<file path="src/rtl/alu_arbiter.sv">
// alu_arbiter: two-client round-robin arbiter and sequencer for the shared
// combinational ALU. It latches the winning client's operands, drives them
// to the ALU for one cycle, then captures the result and holds it for that
// client until the client acks it.
module alu_arbiter #(
  parameter int unsigned WIDTH = 32,
  parameter int unsigned OPW   = 3
) (
  input  logic             clk,
  input  logic             rst,
  input  logic             req0,
  input  logic             req1,
  input  logic [OPW-1:0]   op0,
  input  logic [OPW-1:0]   op1,
  input  logic [WIDTH-1:0] a0,
  input  logic [WIDTH-1:0] a1,
  input  logic [WIDTH-1:0] b0,
  input  logic [WIDTH-1:0] b1,
  output logic             gnt0,
  output logic             gnt1,
  output logic             rvalid0,
  output logic             rvalid1,
  output logic [WIDTH-1:0] rdata0,
  output logic [WIDTH-1:0] rdata1,
  input  logic             rack0,
  input  logic             rack1,
  output logic [OPW-1:0]   alu_op,
  output logic [WIDTH-1:0] alu_r2,
  output logic [WIDTH-1:0] alu_r3,
  input  logic [WIDTH-1:0] alu_r1,
  output logic             busy,
  output logic             owner
);

  typedef enum logic [1:0] {IDLE, EXEC, RESP} state_t;

  state_t state;
  logic   last_grant;
  logic   any_req;
  logic   winner;
  logic   owner_ack;

  // Pick the winner: a lone requester wins; on a tie, the client that was
  // not granted last time wins.
  always_comb begin
    any_req = req0 | req1;
    winner  = 1'b0;
    if (req0 && req1) begin
      winner = ~last_grant;
    end else if (req1) begin
      winner = 1'b1;
    end
    owner_ack = owner ? rack1 : rack0;
  end

  assign busy = (state != IDLE);

  // Sequencer: grant and latch in IDLE, capture the ALU result in EXEC,
  // hold the response in RESP until the owner acks.
  always_ff @(posedge clk or posedge rst) begin
    if (rst) begin
      state      <= IDLE;
      last_grant <= 1'b1;
      owner      <= 1'b0;
      gnt0       <= 1'b0;
      gnt1       <= 1'b0;
      rvalid0    <= 1'b0;
      rvalid1    <= 1'b0;
      rdata0     <= '0;
      rdata1     <= '0;
      alu_op     <= '0;
      alu_r2     <= '0;
      alu_r3     <= '0;
    end else begin
      case (state)
        IDLE: begin
          if (any_req) begin
            state      <= EXEC;
            owner      <= winner;
            last_grant <= winner;
            gnt0       <= ~winner;
            gnt1       <= winner;
            alu_op     <= winner ? op1 : op0;
            alu_r2     <= winner ? a1 : a0;
            alu_r3     <= winner ? b1 : b0;
          end
        end
        EXEC: begin
          gnt0 <= 1'b0;
          gnt1 <= 1'b0;
          if (owner) begin
            rdata1  <= alu_r1;
            rvalid1 <= 1'b1;
          end else begin
            rdata0  <= alu_r1;
            rvalid0 <= 1'b1;
          end
          state <= RESP;
        end
        RESP: begin
          if (owner_ack) begin
            rvalid0 <= 1'b0;
            rvalid1 <= 1'b0;
            state   <= IDLE;
          end
        end
        default: state <= IDLE;
      endcase
    end
  end

endmodule
</file>
<file path="config.mk">
export PLATFORM = sky130hd
export DESIGN_NAME = alu_arbiter
export DESIGN_NICKNAME = d
export VERILOG_FILES = /design/src/rtl/alu_arbiter.sv
export SDC_FILE = /design/constraint.sdc
export NUM_CORES = 1
export LEC_CHECK = 0
export CAP_MARGIN = 20
export CORE_UTILIZATION = 38
export DETAILED_ROUTE_END_ITERATION = 8
export GPL_TIMING_DRIVEN = 0
export MAX_ROUTING_LAYER = met4
export PLACE_DENSITY = 0.83
export SLEW_MARGIN = 20
export SYNTH_ARGS = -nofsm -noshare
export SYNTH_HDL_FRONTEND = slang
export SYNTH_SLANG_ARGS = --single-unit
</file>
<file path="constraint.sdc">
create_clock -name clk -period 7.35 [get_ports clk]
set_input_delay 1.47 -clock clk [delete_from_list [all_inputs] [get_ports clk]]
set_output_delay 1.47 -clock clk [all_outputs]
set_load 0.01 [all_outputs]
</file>
### Word-level counts from Yosys, hierarchy flattened

Index checks and enable logic that the tools add are counted.

* register bits: 139
* output and inout bits: 137
* bits of input ports: 172
* word-level logic and storage cells: 52

* reductions and logical operators: 12
* bitwise operators: 4
* equal/unequal tests: 6
* multiplexer cells: 18

Operators by type and width (number)
* 32-bit two-way mux: 2
* 2-bit AND reduction: 5
* 1-bit two-way mux: 8
* 2-bit inequality test, second input constant: 4
* 1-bit case mux with 2 select lines: 4
* 2-bit case mux with 3 select lines: 1
* 3-bit AND reduction: 2
* 2-bit nonzero test: 3
* 2-bit two-way mux: 2
* 3-bit two-way mux: 1
* 1-bit NOT: 3
* 2-bit by 1-bit equality test with 1-bit output, second input constant: 1
* 2-bit equality test, second input constant: 1
* 2-bit zero test: 1
* 1-bit logical AND: 1
* 1-bit bitwise OR: 1

### Depth between registers and ports, before layout

Gate-level depths: netlist of run 1.

* word-level depth: 5
* depth in mapped cells: 5
* mapped depth without buffers: 4

### Least setup slack after synthesis of run 1

OpenSTA, ideal clock, no wires.

* path kind: input to register
* start point: input port req1
* end point: register alu_op[0]
* path buffers: 2
* setup slack: 4.803 ns
* stages on the path: 5
* data arrival time: 2.421 ns
* cell sequence: or2_1 and3_1 buf_2 buf_6 a221o_1

* word-level cells in the longest chain between the ends: 3
* elaborated cells between the ends (all ways): 6
* classes of those cells: mux (3); bitwise (1); reduce/logical (2)

RTL lines
* from (decl): RTL line 12 `input logic req1,`
* 1-bit two-way mux / 1-bit logical AND (equally long branches): RTL line 50, 48
* 1-bit two-way mux: RTL line 48 `if (req0 && req1) begin`
* 3-bit two-way mux: RTL line 83 `alu_op <= winner ? op1 : op0;`
* to (signal assigned): RTL line 83
* to (decl): RTL line 27 `output logic [OPW-1:0] alu_op,`

Parallel ways exist; a longest one is shown, timed or not.
A chain may end at the register's enable or synchronous reset.

### Worst setup path in the final report of run 1

* start point: register state[0]
* end point: output port busy

* word-level cells in the longest chain between the ends: 1

RTL lines
* from (decl): RTL line 37 `state_t state;`
* from (signal assigned): RTL line 62 `state <= IDLE;`
* from (signal assigned): RTL line 78 `state <= EXEC;`
* from (signal assigned): RTL line 98 `state <= RESP;`
* 2-bit nonzero test: RTL line 56 `assign busy = (state != IDLE);`
* to (decl): RTL line 31 `output logic busy,`

No other way between the ends.

==> results.py, run 1 <==
metrics = {
    "timing": {
        "hold_viol": 0,
        "skew_ns": 0.00508,
        "finalSetupViolations": 0,
        "fmax_mhz": 265,
        "slew_violations": 0,
        "rsz0062_at_grt": "false",
        "layout_min_cycle_time_ns": 3.77,
        "setup_tns_ns": 0,
        "relSlewSlack_pct": 62.9,
        "period_share_pct": 51.3,
        "hold_slack_ns": 0.492,
        "tightest_slew_ns": 0.555,
    },
    "die": {
        "fp-row-count": 44,
        "dieArea_mm2": 0.0156,
        "fp.dieH_um": 125,
        "io_pins": 309,
        "initial_core_util_pct": 39.2,
        "die_w_um": 125,
        "core_area_mm2": 0.0146,
    },
    "routing": {
        "dr.pass1.iters": 7,
        "vias": 5194,
        "wirelength_mm": 18.0,
        "drt_first_iter_violations": 299,
        "drc": 36,
        "vias_per_cell": 5.29,
        "postRouteAntennaNets": 0,
        "routedWlPerCell_um": 18.4,
    },
    "worst_hold_path": {
        "whs_endpoint": "rdata0[25]",
        "min_path_cells": 1,
        "hp-start": "rdata0[25]",
        "hp-class": "flip-flop to flip-flop",
    },
    "logic_synthesis": {
        "synth-simple-area-share_pct": 8.94,
        "synth_mux_area_share_pct": 12.8,
        "synth_top_cell_area_share_pct": 60.2,
        "synth_nets": 629,
        "syn_inst": 457,
        "synth_top_cell_by_area": "dfrtp_1",
        "synth-compound-area-share_pct": 13.8,
        "synth-adder-area-share_pct": 0,
        "synth_edf_count": 0,
        "synth_top_cells_by_area": "dfrtp_1 60%, mux2_2 12%, a221o_1 6.8%",
        "synth_top_family_by_area": "compound AO/OA/AOI/OAI gates",
        "ys_types": 27,
        "ys_ff_latch": 139,
        "async_reset_ff_share_pct": 100,
        "avgSynthCellArea_um2": 12.6,
        "synth_xor_area_share_pct": 0,
        "yosys_warnings": 0,
        "ys.flop_type": "dfrtp_1",
        "seq_area_frac_synth_pct": 60.7,
        "synth.cell_area_mm2": 0.00574,
    },
    "placed_design": {
        "portBuffers": 308,
        "hpwl_mm": 13.6,
        "globalplace.congestion": 0.841,
    },
    "clock_network": {
        "cts.sinks": 139,
        "clk_pin_slew_ns": 0.06,
        "htreeDepth": 4,
        "cts_tree": "yes",
        "cts_resized": 0,
        "postCtsHoldBufs": 0,
        "clock_path_buffers": 2,
        "insertion_delay_ns": 0.42,
        "root_buffer": "clkbuf_16",
        "postCtsSetupRepairBufs": 0,
        "numCtsBuffers": 17,
    },
    "critical_path": {
        "worstPathMaxFanout": 10,
        "cp_common_cell": "buf_2",
        "r2r_setup_slack_ns": 5.47,
        "slowest_stage": "clkdlybuf4s50_1",
        "cp_slowest_stage_delay_ns": 0.50,
        "worstPathRequired_ns": 5.88,
        "rr_startpoint": "state[0]",
        "cp-start-kind": "flip-flop",
        "cp_cell_sequence": "nor2_4, buf_2, buf_2, inv_1, clkdlybuf4s50_1",
        "cp.arrival_ns": 2.30,
        "rr_worst_depth": 4,
        "cp-end-kind": "primary output",
        "worstSetupPathType": "flip-flop to primary output",
        "timing.rr.end": "alu_r3[27]",
    },
    "power_and_ir_drop": {
        "power_density_mw_per_mm2": 447,
        "ir_worst_vdd_mv": 0.205,
        "finalPower_uw": 4350,
        "leakage_uw": 0.00417,
    },
    "global_routing": {
        "grt_remaining_overflow": 0,
        "grt_pass1_wl_mm": 29.2,
        "grt_max_degree": 98,
        "track_usage_pct": 24.7,
        "antenna_found_initial": 0,
        "grt_pass1_vias": 5576,
    },
    "run": {
        "max_cap_violations": 0,
    },
    "finish": {
        "area_delta_synth_final_pct": 69.7,
        "n_antenna_cell": 0,
        "fin_nets": 957,
        "utilization_pct": 66.5,
        "seq_area_mm2": 0.00348,
        "drive_gt1_share_pct": 15.3,
        "fillCellCount": 1044,
        "multi_input_area_mm2": 0.00204,
    },
    "run_status": {
        "violations": "design-rule violations",
        "status": "finished, violations left",
    },
}
-- through the flow --
step,std cells,setup WS [ns],cell area [um2]
floorplan,457,2.16,5740
global placement,949,0.490,9050
detailed placement,950,3.95,9080
CTS,981,3.54,9730
global route,981,3.47,9730
finish,981,3.58,9730
-- cell usage after synthesis, drive strengths merged (2+ instances only) --
library cell,number
nor2,2
a221o,39
dfrtp,138
nand2b,2
clkbuf,16
a31oi,28
mux2,65
a21oi,28
inv,4
nand2,59
buf,22
and3,40
a22o,4
-- logic make-up (layout without fill, tap and decap cells) --
group,count (synthesis),in the layout
DFF,139,139
muxes,65,65
AOI/OAI and AO/OA,106,106
and+or+nand+nor,105,105
buffers and inverters,42,382
-- report_power, final --
| group | switching (uW) | internal (uW) | leakage, uW |
|---|---|---|---|
| registers | 236 | 1160 | 0.00163 |
| clock network | 321 | 618 | 0.000312 |
| logic | 842 | 1170 | 0.00223 |
-- per-layer routing --
layer / share of wire (%) / vias up / GRT usage, %
met5: 0 / - / -
met4: 3.6 / 0 / 12.6
met3: 7.6 / 47 / 6.23
met2: 50 / 281 / 41.4
met1: 38 / 2525 / 27.4
li1: - / 2341 / -
-- cell type report --
| cell class | instances | area share (%) |
|---|---|---|
| clock buffer | 20 | 4.69 |
| clock inverter | 11 | 1.98 |
| buffer | 38 | 2.08 |
| sequential | 139 | 35.8 |
| timing repair buffer | 309 | 32.0 |
| tap | 184 | 2.37 |
| multi-input combinational | 276 | 20.9 |
| inverter | 4 | 0.231 |
-- state kept, by name (all words and copies together) (netlist names), 2 cells and up --
name / cells
rdata1: 32
alu_op: 3
alu_r3: 32
state: 2
rdata0: 32
alu_r2: 32
-- cell usage in the layout, fill, tap and decap left out --
cell               n
buf_6              4
o22ai_1            1
clkinvlp_4         2
a221o_1           39
a21bo_2            1
buf_4              3
buf_2             15
dfstp_2            1
nor2_2             1
nor2_4             1
nand2b_1           2
clkinv_2           2
a31o_2             1
o21bai_1           1
a21oi_1           28
clkbuf_16         17
clkbuf_8           2
mux2_2            63
inv_1              3
nand3_1            1
inv_8              1
and3_1            40
a22o_1             4
a31oi_1           28
buf_16             1
mux2_1             2
a21o_1             1
bufinv_16          5
nand2_1           59
clkbuf_1          17
o21ai_0            1
a21boi_1           1
or2_1              1
clkdlybuf4s50_1  308
clkinv_4           2
dfrtp_1          138
-- worst max path at each step --
stage | from | endpoint | slack (ns) | depth (start not counted)
after floorplan | rst | alu_op[0] | 2.16 | 1
after global placement | rst | alu_r3[11] | 0.49 | 2
after detailed placement | req1 | alu_r3[12] | 3.95 | 6
after CTS | state[0] | busy | 3.54 | 5
after global routing | state[0] | busy | 3.47 | 5
final | state[0] | busy | 3.58 | 5
-- worst max-delay path, delay by kind of cell (launching register included) --
family	cells	cell delay, ns
DFF	1	0.46
buffers and inverters	4	1.14
and+or+nand+nor	1	0.28
Note: power is estimated with default switching activity, not from simulation.
==> run 2: changes to the inputs <==
clock period = 3.6 ns   (was 7.35 ns; I/O delays follow)
==> results.py, run 2 (synthesis gave the netlist of run 1 again) <==
metrics = {
    "run_status": {
        "status": "finished, violations left",
        "violations": "design-rule violations",
    },
    "timing": {
        "hold_viol": 0,
        "layout_min_cycle_time_ns": 3.00,
        "fmax_mhz": 333,
        "setup_tns_ns": 0,
        "relSlewSlack_pct": 66.2,
        "tightest_slew_ns": 0.506,
        "period_share_pct": 83.4,
        "finalSetupViolations": 0,
        "rsz0062_at_grt": "false",
        "skew_ns": 0.00676,
        "fin_ws_ns": 0.596,
        "slew_violations": 0,
    },
    "worst_hold_path": {
        "hp-class": "flip-flop to flip-flop",
    },
    "critical_path": {
        "rr_worst_depth": 5,
        "worstPathMaxFanout": 10,
        "cp_common_cell": "buf_2",
        "cp-start-kind": "flip-flop",
        "cp_slowest_stage_delay_ns": 0.51,
        "worstSetupPathType": "flip-flop to primary output",
        "worstPathRequired_ns": 2.88,
        "cp-endpoint": "busy",
        "slowest_stage": "clkdlybuf4s50_1",
        "r2r_setup_slack_ns": 1.77,
        "timing.rr.end": "alu_r3[4]",
        "cp_cell_sequence": "nor2_4, buf_2, buf_2, inv_1, clkdlybuf4s50_1",
        "rr_startpoint": "state[0]",
        "cp.arrival_ns": 2.28,
        "crit_start": "state[0]",
        "cp-end-kind": "primary output",
    },
    "finish": {
        "layout_commonest_cell": "clkdlybuf4s50_1",
        "fillCellCount": 1043,
        "stdcell_area_mm2": 0.00976,
        "area_delta_synth_final_pct": 70.2,
        "n_antenna_cell": 0,
        "layout_common_cells": "308 x clkdlybuf4s50_1, 138 x dfrtp_1, 63 x mux2_2",
        "fin_nets": 960,
        "drive_gt1_share_pct": 15.8,
    },
    "clock_network": {
        "postCtsSetupRepairBufs": 0,
        "numCtsBuffers": 17,
        "cts_resized": 0,
        "htreeDepth": 4,
        "root_buffer": "clkbuf_16",
        "clk_pin_slew_ns": 0.06,
        "insertion_delay_ns": 0.41,
        "cts.sinks": 139,
        "clock_path_buffers": 2,
        "cts_tree": "yes",
        "postCtsHoldBufs": 0,
    },
    "power_and_ir_drop": {
        "sw_frac_of_total_pct": 32.6,
        "power.switching_uw": 2870,
        "finalPower_uw": 8800,
        "comb_power_share_pct": 46.8,
        "ir_worst_vdd_mv": 0.455,
        "p_clk_share_pct": 20.7,
        "power_density_mw_per_mm2": 902,
        "leakage_uw": 0.00419,
        "internal_power_uw": 5930,
        "pwr-share-seq_pct": 32.5,
    },
    "global_routing": {
        "grt_max_degree": 38,
        "grt_pass1_wl_mm": 29.0,
        "grt_pass1_vias": 5618,
        "grt_remaining_overflow": 0,
        "track_usage_pct": 24.9,
        "antenna_found_initial": 0,
    },
    "routing": {
        "vias_per_cell": 5.25,
        "postRouteAntennaNets": 0,
        "drc": 38,
        "wirelength_mm": 18.3,
        "drt_first_iter_violations": 306,
        "dr.pass1.iters": 6,
        "vias": 5164,
        "routedWlPerCell_um": 18.6,
    },
    "die": {
        "dieArea_mm2": 0.0156,
        "fp.dieH_um": 125,
        "initial_core_util_pct": 39.2,
        "fp-row-count": 44,
        "die_w_um": 125,
        "io_pins": 309,
        "core_area_mm2": 0.0146,
    },
    "placed_design": {
        "placed_cell_area_mm2": 0.00914,
        "dp_slack_ns": 1.01,
        "hpwl_mm": 13.8,
        "portBuffers": 308,
        "globalplace.congestion": 0.886,
    },
    "run": {
        "max_cap_violations": 0,
    },
}
==> run 2: worst min path at each step <==
stage	from	end	slack (ns)	depth (start not counted)
finish	rdata0[25]	rdata0[25]	0.50	1
global route	rdata0[15]	rdata0[15]	0.52	1
CTS	rdata0[25]	rdata0[25]	0.50	1
detailed placement	rdata0[25]	rdata0[25]	0.49	1
global placement	rdata0[24]	rdata0[24]	0.47	1
floorplan	rdata0[24]	rdata0[24]	0.53	1
==> run 2: area by class of cell <==
type / count / area (um2) / area share (%)
sequential: 139 / 3480 / 35.7
timing repair buffer: 312 / 3170 / 32.5
multi-input combinational: 276 / 2040 / 20.9
clock buffer: 21 / 480 / 4.92
tap: 184 / 230 / 2.36
buffer: 38 / 203 / 2.08
clock inverter: 10 / 139 / 1.42
inverter: 4 / 18.8 / 0.192
==> run 2: metrics by stage <==
step | instances | hold WS (ns) | utilization [%]
final | 984 | 0.500 | 66.6
after global routing | 984 | 0.522 | 66.6
after CTS | 984 | 0.500 | 66.6
after detailed placement | 953 | 0.487 | 62.4
after global placement | 949 | 0.470 | 61.8
after floorplan | 457 | 0.529 | -
==> run 2: worst max-delay path: cells and delay by family (launching register included) <==
family	cells	cell delay, ns
buffers and inverters	4	1.16
flip-flops	1	0.46
AND/OR/NAND/NOR	1	0.26
==> run 2: power by group through the flow <==
stage               logic, uW  registers, uW  clock network, uW
global route             4380           2960               1920
global placement         4020           2830                  0
floorplan                1530           3170                  0
finish                   4120           2860               1820
CTS                      4150           2870               1850
detailed placement       4140           2870                  0
==> run 2: routing by layer <==
| metal | global-route usage (%) | vias up | wire (um) |
|---|---|---|---|
| li1 | - | 2341 | - |
| met1 | 27.5 | 2535 | 7070 |
| met2 | 43.0 | 244 | 9360 |
| met3 | 6.01 | 44 | 1290 |
| met4 | 10.8 | 0 | 573 |
| met5 | - | - | 0 |
==> run 3: changes to the inputs <==
CORE_UTILIZATION = 35   (was 38)
PLACE_DENSITY = 0.81   (was 0.83)
clock period = 2.6 ns   (was 3.6 ns; I/O delays follow)
==> results.py, run 3 (synthesis gave the netlist of run 1 again) <==
metrics = {
    "critical_path": {
        "worstPathRequired_ns": 2.08,
        "cp-start-kind": "flip-flop",
        "rr_worst_depth": 5,
        "timing.rr.end": "alu_r3[26]",
        "rr_startpoint": "state[1]",
        "cp-end-kind": "primary output",
        "worstSetupPathType": "flip-flop to primary output",
        "cp.arrival_ns": 1.85,
        "r2r_setup_slack_ns": 0.69,
        "worstPathMaxFanout": 19,
    },
    "routing": {
        "vias_per_cell": 5.03,
        "drc": 0,
        "drt_first_iter_violations": 194,
        "postRouteAntennaNets": 0,
        "vias": 5120,
        "wirelength_mm": 17.9,
        "routedWlPerCell_um": 17.6,
        "dr.pass1.iters": 5,
    },
    "finish": {
        "n_antenna_cell": 0,
        "area_delta_synth_final_pct": 70.9,
        "layout_commonest_cell": "clkdlybuf4s50_1",
        "drive_gt1_share_pct": 15.6,
        "fin_nets": 960,
        "layout_common_cells": "308 x clkdlybuf4s50_1, 138 x dfrtp_1, 63 x mux2_2",
        "stdcell_area_mm2": 0.00980,
    },
    "timing": {
        "hold_viol": 0,
        "rsz0062_at_grt": "false",
        "hold_slack_ns": 0.489,
        "fmax_mhz": 423,
        "layout_min_cycle_time_ns": 2.37,
        "tightest_slew_ns": 0.593,
        "relSlewSlack_pct": 60.5,
        "slew_violations": 0,
        "skew_ns": 0.00756,
        "period_share_pct": 91.0,
        "finalSetupViolations": 0,
    },
    "global_routing": {
        "met2_usage_pct": 37.2,
        "grt_busiest_layer": "met2",
        "use_met1_pct": 25.2,
        "antenna_found_initial": 0,
        "grt_pass1_wl_mm": 27.2,
        "grt_pass1_vias": 5237,
        "grtUsageMet3_pct": 5.70,
        "grt_remaining_overflow": 0,
        "grt_max_degree": 34,
        "track_usage_pct": 22.3,
    },
    "die": {
        "die_w_um": 130,
        "dieArea_mm2": 0.0169,
        "fp.dieH_um": 130,
        "fp-row-count": 46,
        "io_pins": 309,
        "initial_core_util_pct": 36.0,
        "core_area_mm2": 0.0159,
    },
    "clock_network": {
        "numCtsBuffers": 17,
        "cts_tree": "yes",
        "cts.sinks": 139,
        "root_buffer": "clkbuf_16",
        "htreeDepth": 4,
        "insertion_delay_ns": 0.41,
        "clk_pin_slew_ns": 0.06,
        "postCtsHoldBufs": 0,
        "clock_path_buffers": 2,
    },
    "placed_design": {
        "placed_cell_area_mm2": 0.00917,
        "portBuffers": 308,
        "globalplace.congestion": 0.912,
        "hpwl_mm": 13.9,
    },
    "worst_hold_path": {
        "hp-class": "flip-flop to flip-flop",
        "hp-start": "rdata0[25]",
        "min_path_cells": 1,
        "whs_endpoint": "rdata0[25]",
    },
    "run_status": {
        "status": "completed",
    },
    "run": {
        "max_cap_violations": 0,
    },
    "power_and_ir_drop": {
        "ir_worst_vdd_mv": 0.472,
        "leakage_uw": 0.00418,
        "power_density_mw_per_mm2": 1240,
    },
}
-- run 3: cell count changes in the layout (fill, tap and decap cells not counted), sizes merged --
cell | previous run | this run
bufinv | 3 | 4
clkinv | 5 | 3
clkinvlp | 2 | 4
-- run 3: worst max-delay path by stage --
stage	from	to	slack, ns
after floorplan	rst	alu_op[0]	0.35
final	state[1]	busy	0.23
after global routing	state[1]	busy	0.12
after detailed placement	req1	alu_r2[0]	0.19
after CTS	state[1]	busy	0.01
after global placement	rst	alu_r3[9]	-0.89
-- run 3: worst max-delay path, cell delays in order (launching register included) --
cell	delay (ns)
dfrtp_1	0.45
nor2_4	0.15
buf_4	0.24
inv_1	0.09
clkdlybuf4s50_1	0.51
-- run 3: per-stage QoR --
step / instances / TNS [ns] / worst slack [ns] / power (uW) / utilization, %
after global placement: 981 / -120.99 / -0.887 / 9530 / 57.0
after floorplan: 457 / 0 / 0.346 / 6500 / -
final: 1017 / 0 / 0.235 / 12200 / 61.5
after global routing: 1017 / 0 / 0.121 / 12900 / 61.5
after detailed placement: 985 / 0 / 0.193 / 9700 / 57.5
after CTS: 1018 / 0 / 0.0131 / 12300 / 61.5
-- run 3: area by class of cell --
class                      count  area (um2)
buffer                        37         200
clock inverter                11         166
sequential                   139        3480
fill                        1335        6140
clock buffer                  21         460
inverter                       4        18.8
multi-input combinational    276        2040
timing repair buffer         313        3170
tap                          216         270
-- run 3: where the power goes --
part / switching (uW) / total, uW / internal [uW]
registers: 638 / 3930 / 3290
logic: 2370 / 5700 / 3330
clock network: 899 / 2550 / 1650
total: 3910 / 12200 / 8270
-- run 3: per-layer routing --
| metal | share of wire, % | routed length [um] |
|---|---|---|
| met1 | 39 | 6960 |
| met2 | 52 | 9260 |
| met3 | 6.4 | 1140 |
| met4 | 2.8 | 495 |
| met5 | 0 | 0 |
-- run 3: repair_timing --
| item | 4_1_cts | 5_1_grt |
|---|---|---|
| setup endpoints to repair | 1 | 1 |
| pin swaps | 1 | 0 |
| buffers inserted | 1 | 0 |
| gates resized for setup | 1 | 0 |
